**src/rtl/fifo_stream_pkg.sv**
```systemverilog
// Shared sizing for the FIFO read-side streamer and its output buffer.
package fifo_stream_pkg;

   localparam int BUF_DEPTH  = 4;
   localparam int BUF_PTR_W  = 2;
   localparam int BUF_CNT_W  = 3;
   localparam int BEAT_CNT_W = 8;

   // A read may issue only if the buffered words plus the one in flight leave a slot free.
   function automatic logic has_credit(input logic [BUF_CNT_W-1:0] count,
                                       input logic                 inflight);
      return (count + BUF_CNT_W'(inflight)) < BUF_CNT_W'(BUF_DEPTH);
   endfunction

endpackage

```
**src/rtl/stream_skid_buffer.sv**
```systemverilog
// Small circular buffer that absorbs FIFO read latency; head word is presented combinationally.
module stream_skid_buffer
   import fifo_stream_pkg::*;
#(
   parameter int DATA_WIDTH = 8
) (
   input  logic                  clk,
   input  logic                  rst,
   input  logic                  push_i,
   input  logic [DATA_WIDTH-1:0] push_data_i,
   input  logic                  pop_i,
   output logic [BUF_CNT_W-1:0]  count_o,
   output logic [DATA_WIDTH-1:0] head_o
);

   logic [DATA_WIDTH-1:0] mem_q [BUF_DEPTH];
   logic [BUF_PTR_W-1:0]  wr_ptr_q, rd_ptr_q;
   logic [BUF_CNT_W-1:0]  count_q, count_d;

   always_comb begin
      count_d = count_q;
      unique case ({push_i, pop_i})
         2'b10:   count_d = count_q + BUF_CNT_W'(1);
         2'b01:   count_d = count_q - BUF_CNT_W'(1);
         default: count_d = count_q;
      endcase
   end

   always_ff @(posedge clk) begin
      if (rst) begin
         for (int i = 0; i < BUF_DEPTH; i++) mem_q[i] <= '0;
         wr_ptr_q <= '0;
         rd_ptr_q <= '0;
         count_q  <= '0;
      end else begin
         if (push_i) begin
            mem_q[wr_ptr_q] <= push_data_i;
            wr_ptr_q        <= wr_ptr_q + BUF_PTR_W'(1);
         end
         if (pop_i) rd_ptr_q <= rd_ptr_q + BUF_PTR_W'(1);
         count_q <= count_d;
      end
   end

   assign count_o = count_q;
   assign head_o  = mem_q[rd_ptr_q];

endmodule

```
**src/rtl/fifo_stream_reader.sv**
```systemverilog
// FIFO read master: credit-gated reads, latency-compensating buffer, fixed-length packet framing.
module fifo_stream_reader
   import fifo_stream_pkg::*;
#(
   parameter int DATA_WIDTH = 8,
   parameter int PKT_LEN    = 4
) (
   input  logic                  clk,
   input  logic                  rst,
   input  logic                  en,
   input  logic                  fifo_empty,
   output logic                  fifo_rd_en,
   input  logic [DATA_WIDTH-1:0] fifo_rd_data,
   output logic                  m_valid,
   input  logic                  m_ready,
   output logic [DATA_WIDTH-1:0] m_data,
   output logic                  m_last,
   output logic                  idle
);

   logic                  inflight_q;
   logic [BEAT_CNT_W-1:0] beat_q, beat_d;
   logic [BUF_CNT_W-1:0]  count;
   logic                  pop;

   stream_skid_buffer #(.DATA_WIDTH(DATA_WIDTH)) u_buf (
      .clk         (clk),
      .rst         (rst),
      .push_i      (inflight_q),
      .push_data_i (fifo_rd_data),
      .pop_i       (pop),
      .count_o     (count),
      .head_o      (m_data)
   );

   // Registered state only: downstream ready never reaches the FIFO strobe.
   assign fifo_rd_en = en && !fifo_empty && has_credit(count, inflight_q);

   assign m_valid = (count != '0);
   assign pop     = m_valid && m_ready;
   assign m_last  = m_valid && (beat_q == BEAT_CNT_W'(PKT_LEN - 1));
   assign idle    = (count == '0) && !inflight_q;

   always_comb begin
      beat_d = beat_q;
      if (pop) beat_d = m_last ? '0 : beat_q + BEAT_CNT_W'(1);
   end

   always_ff @(posedge clk) begin
      if (rst) begin
         inflight_q <= 1'b0;
         beat_q     <= '0;
      end else begin
         inflight_q <= fifo_rd_en;
         beat_q     <= beat_d;
      end
   end

endmodule

```
**config.mk**
```make
export PLATFORM = sky130hd
export DESIGN_NAME = fifo_stream_reader
export DESIGN_NICKNAME = d
export VERILOG_FILES = /design/src/rtl/fifo_stream_pkg.sv /design/src/rtl/stream_skid_buffer.sv /design/src/rtl/fifo_stream_reader.sv
export SDC_FILE = /design/constraint.sdc
export NUM_CORES = 1
export LEC_CHECK = 0
export ABC_AREA = 1
export CORE_MARGIN = 4
export CORE_UTILIZATION = 50
export CTS_CLUSTER_SIZE = 30
export DETAILED_ROUTE_END_ITERATION = 16
export HOLD_SLACK_MARGIN = 0.1
export PLACE_DENSITY_LB_ADDON = 0.05
export REMOVE_ABC_BUFFERS = 1
export SETUP_SLACK_MARGIN = 0.3
export SYNTH_ARGS = -nofsm -noshare
export SYNTH_HDL_FRONTEND = slang
export SYNTH_SLANG_ARGS = --single-unit
```
**constraint.sdc**
```tcl
create_clock -name clk -period 1.78 [get_ports clk]
set_input_delay 0.178 -clock clk [delete_from_list [all_inputs] [get_ports clk]]
set_output_delay 0.178 -clock clk [all_outputs]
set_load 0.02 [all_outputs]
```
==> reports/qor.csv <==
metric;value;unit
CTS Sinks;50;
Worst-path clk slew;0.08;ns
wire length of the first global-routing pass;8266;microns
area of the multi-input gates;912.1;sq um
post-synth top area share;41.11;%
Critical Path RT;1.97;ns
fillers;382;
drt first pass iters;4;
Tcrit/Tclk final;88.29;%
Die H;76.37;microns
setup_tns;0;ns
crit path time final;1.571;ns
root buffer cell;clkbuf_8;
Die ar.;5832;sq um
Sequential Power Share;41.8;%
Yosys top cell by area;edfxtp_1;
CP Capture Type;flip-flop;
grt total ovfl;0;
clock tree buffer depth;2;
# setup viols final;0;
status;finished clean;
post-synthesis cell count;262;
Hold Crit Class;input port to flip-flop;
P_sw;1181;uW
vias per inst;5.051;
overall power;3432;uW
synth-to-layout area growth;31.16;%
largest net degree at the start of global routing;16;
critical path class;flip-flop to flip-flop;
dpl hpwl;3211;microns
CP arrival;1.76;ns
vias in the first global route;1823;
register area share after synthesis;56.53;%
Slew headroom;83.03;%
core area;4444;sq um
starting density of the core;52.59;%
leak pwr;0.001285;uW
fin nets;335;
Avg WL per Cell;13.30;microns
Pwr per Cell Area;1120;nW/um^2
Synth Cell Area;2337;sq um
DRT iter0 DRCs;51;
ranking of synthesized cells by area;edfxtp_1 41%, dfxtp_1 15%, nor2_1 8.5%, nand2_1 5.8%, inv_1 5.5%;
# DRC;0;
ANT nets after route;0;
CP Launch Type;flip-flop;
Post-CTS Hold Buffers;0;
Die Wd;76.37;microns
total CTS buffers;5;
worst slew pin tran;0.2543;ns
antenna violations before repair;0;
max-cap viol count;0;
#FFs+latches synth;50;
later-pin clock latency in the skew report;0.30;ns
num ports;25;
combinational share of power;38.3;%
Vias;1879;
unrepaired setup endpoints after global routing;yes;
Hold Vio Cnt, Final;0;
proportion of layout cells with a drive suffix above 1;29.06;%
Fmax achieved;636.3;MHz
Rows;24;
Ant. Diodes;0;
maximum vdd drop;0.7516;mV
Max FO, Critical Path;3;
Clk network pwr share;20.0;%
Ys Warns;0;
pins over their slew limit;0;
Pint;2252;uW
switching share of power;34.40;%
RePlAce Congestion;0.7879;
I/O Buffers;24;
CTS tree;yes;
number of library cell types mapped by synthesis;28;
Clock Skew;0.007132;ns
# H-tree levels;2;
Storage cell area;1341;sq um
WL final;4948;microns
Syn Area/Cell;8.921;sq um
gr usage total;17.76;%
## layer usage
layer	share of wire (%)	wire (microns)	up-vias	GRT usage [%]
met5	0	0	-	0
met4	1.9	92	0	4.348
met3	4.0	199	11	4.610
met2	49	2440	37	31.46
met1	45	2215	852	21.52
li1	-	-	979	-
## registers in the layout, indices dropped and copies added, names as in the netlist, named ones only
signal / count
u_buf.count_o: 3
u_buf.wr_ptr_q: 2
u_buf.mem_q: 32
u_buf.rd_ptr_q: 2
beat_q: 8
inflight_q: 1
## critical path, stage by stage, from the launching register on
cell and delay [ns]:
dfxtp_2 0.37, inv_4 0.05, a21boi_4 0.18, ha_4 0.16
inv_2 0.04, fa_2 0.35, nand2_2 0.07, nand3_2 0.08
o21ai_1 0.12, a21oi_1 0.05
## Yosys cell counts
master    count
buf_6         2
edfxtp_1     32
xnor2_1       1
nor4_1        1
fa_1          1
o22ai_1       8
nand2_2       4
clkinv_1      1
o21ai_1       1
nand3_1       7
nor2_1       53
nor3_1        9
nor3_2        1
buf_2         3
nor2_2        2
nand4_1       3
a21boi_4      1
inv_1        34
ha_1          2
buf_4         1
nor2_4        2
o21ai_0      25
inv_2         2
nand2_1      36
a21oi_1      10
dfxtp_1      18
xor2_1        1
nand2_4       1
## metrics by stage
step                utilization [%]  cell area, sq um  hold WS [ns]  setup slack [ns]  cells
global route                  68.98              3065        0.4710            0.1531    372
global placement              62.50              2778        0.4858           -0.1103    351
detailed placement            62.50              2778        0.4912           -0.1745    351
floorplan                         -              2292        0.2449           0.01318    256
CTS                           65.23              2899        0.4417            0.1115    364
finish                        68.98              3065        0.4716            0.2085    372
## worst paths after layout
check / startpoint / endpoint / slack [ns] / depth (start not counted)
worst max-delay path: u_buf.count_o[2] / u_buf.count_o[2] / 0.21 / 9
worst min-delay path: en / inflight_q / 0.47 / 3
worst max register to register: u_buf.count_o[2] / u_buf.count_o[2] / 0.21 / 9
worst min register to register: u_buf.rd_ptr_q[1] / flip-flop / 0.49 / 2
## logic make-up (layout without fill, tap and decap cells)
| kind of cell | count (synthesis) | in the layout | synth area share (%) |
|---|---|---|---|
| buffers and inverters | 43 | 101 | 7.869 |
| flip-flops | 50 | 50 | 56.53 |
| adder cells (fa/ha/maj) | 3 | 3 | 1.927 |
| AO/OA/AOI/OAI | 45 | 45 | 10.65 |
| AND/OR/NAND/NOR | 119 | 119 | 22.27 |
| XOR/XNOR | 2 | 2 | 0.7496 |
## layout by cell type, fill, tap and decap left out, types with 4 or more instances in the layout
cell type,instances
dfxtp_2,4
nand2_2,6
nand2_1,33
o21ai_1,11
dfxtp_1,10
o21ai_0,11
nand3_1,5
inv_2,5
buf_6,6
a21oi_1,10
clkbuf_8,6
o22ai_1,8
inv_1,28
edfxtp_1,32
buf_4,31
dfxtp_4,4
nor3_1,8
o21ai_2,4
nor2_1,51
clkdlybuf4s50_1,12
## power groups by stage
stage                     clock, uW  sequential (uW)  combinational [uW]
final                           685             1430                1310
after floorplan                   0             1430                 617
after CTS                       698             1410                1130
after global routing            758             1450                1440
after detailed placement          0             1430                1120
after global placement            0             1420                1110
## layout make-up
type	instances	share of cell area [%]
clock inverters	2	0.4082
multi-input cells	169	29.76
inverters	37	4.775
well taps	52	2.122
repair buffers	56	16.49
flip-flops and latches	50	43.76
clock buffers	6	2.694
## what timing repair did
action                                  CTS  global route
gates resized for setup                  63            53
buffers inserted                          5             7
endpoints found under the setup margin   14            22
endpoints found under the hold margin     0             0
pin swaps                                 5            12
cloned                                    0             1
(Power assumes the default switching activity.)
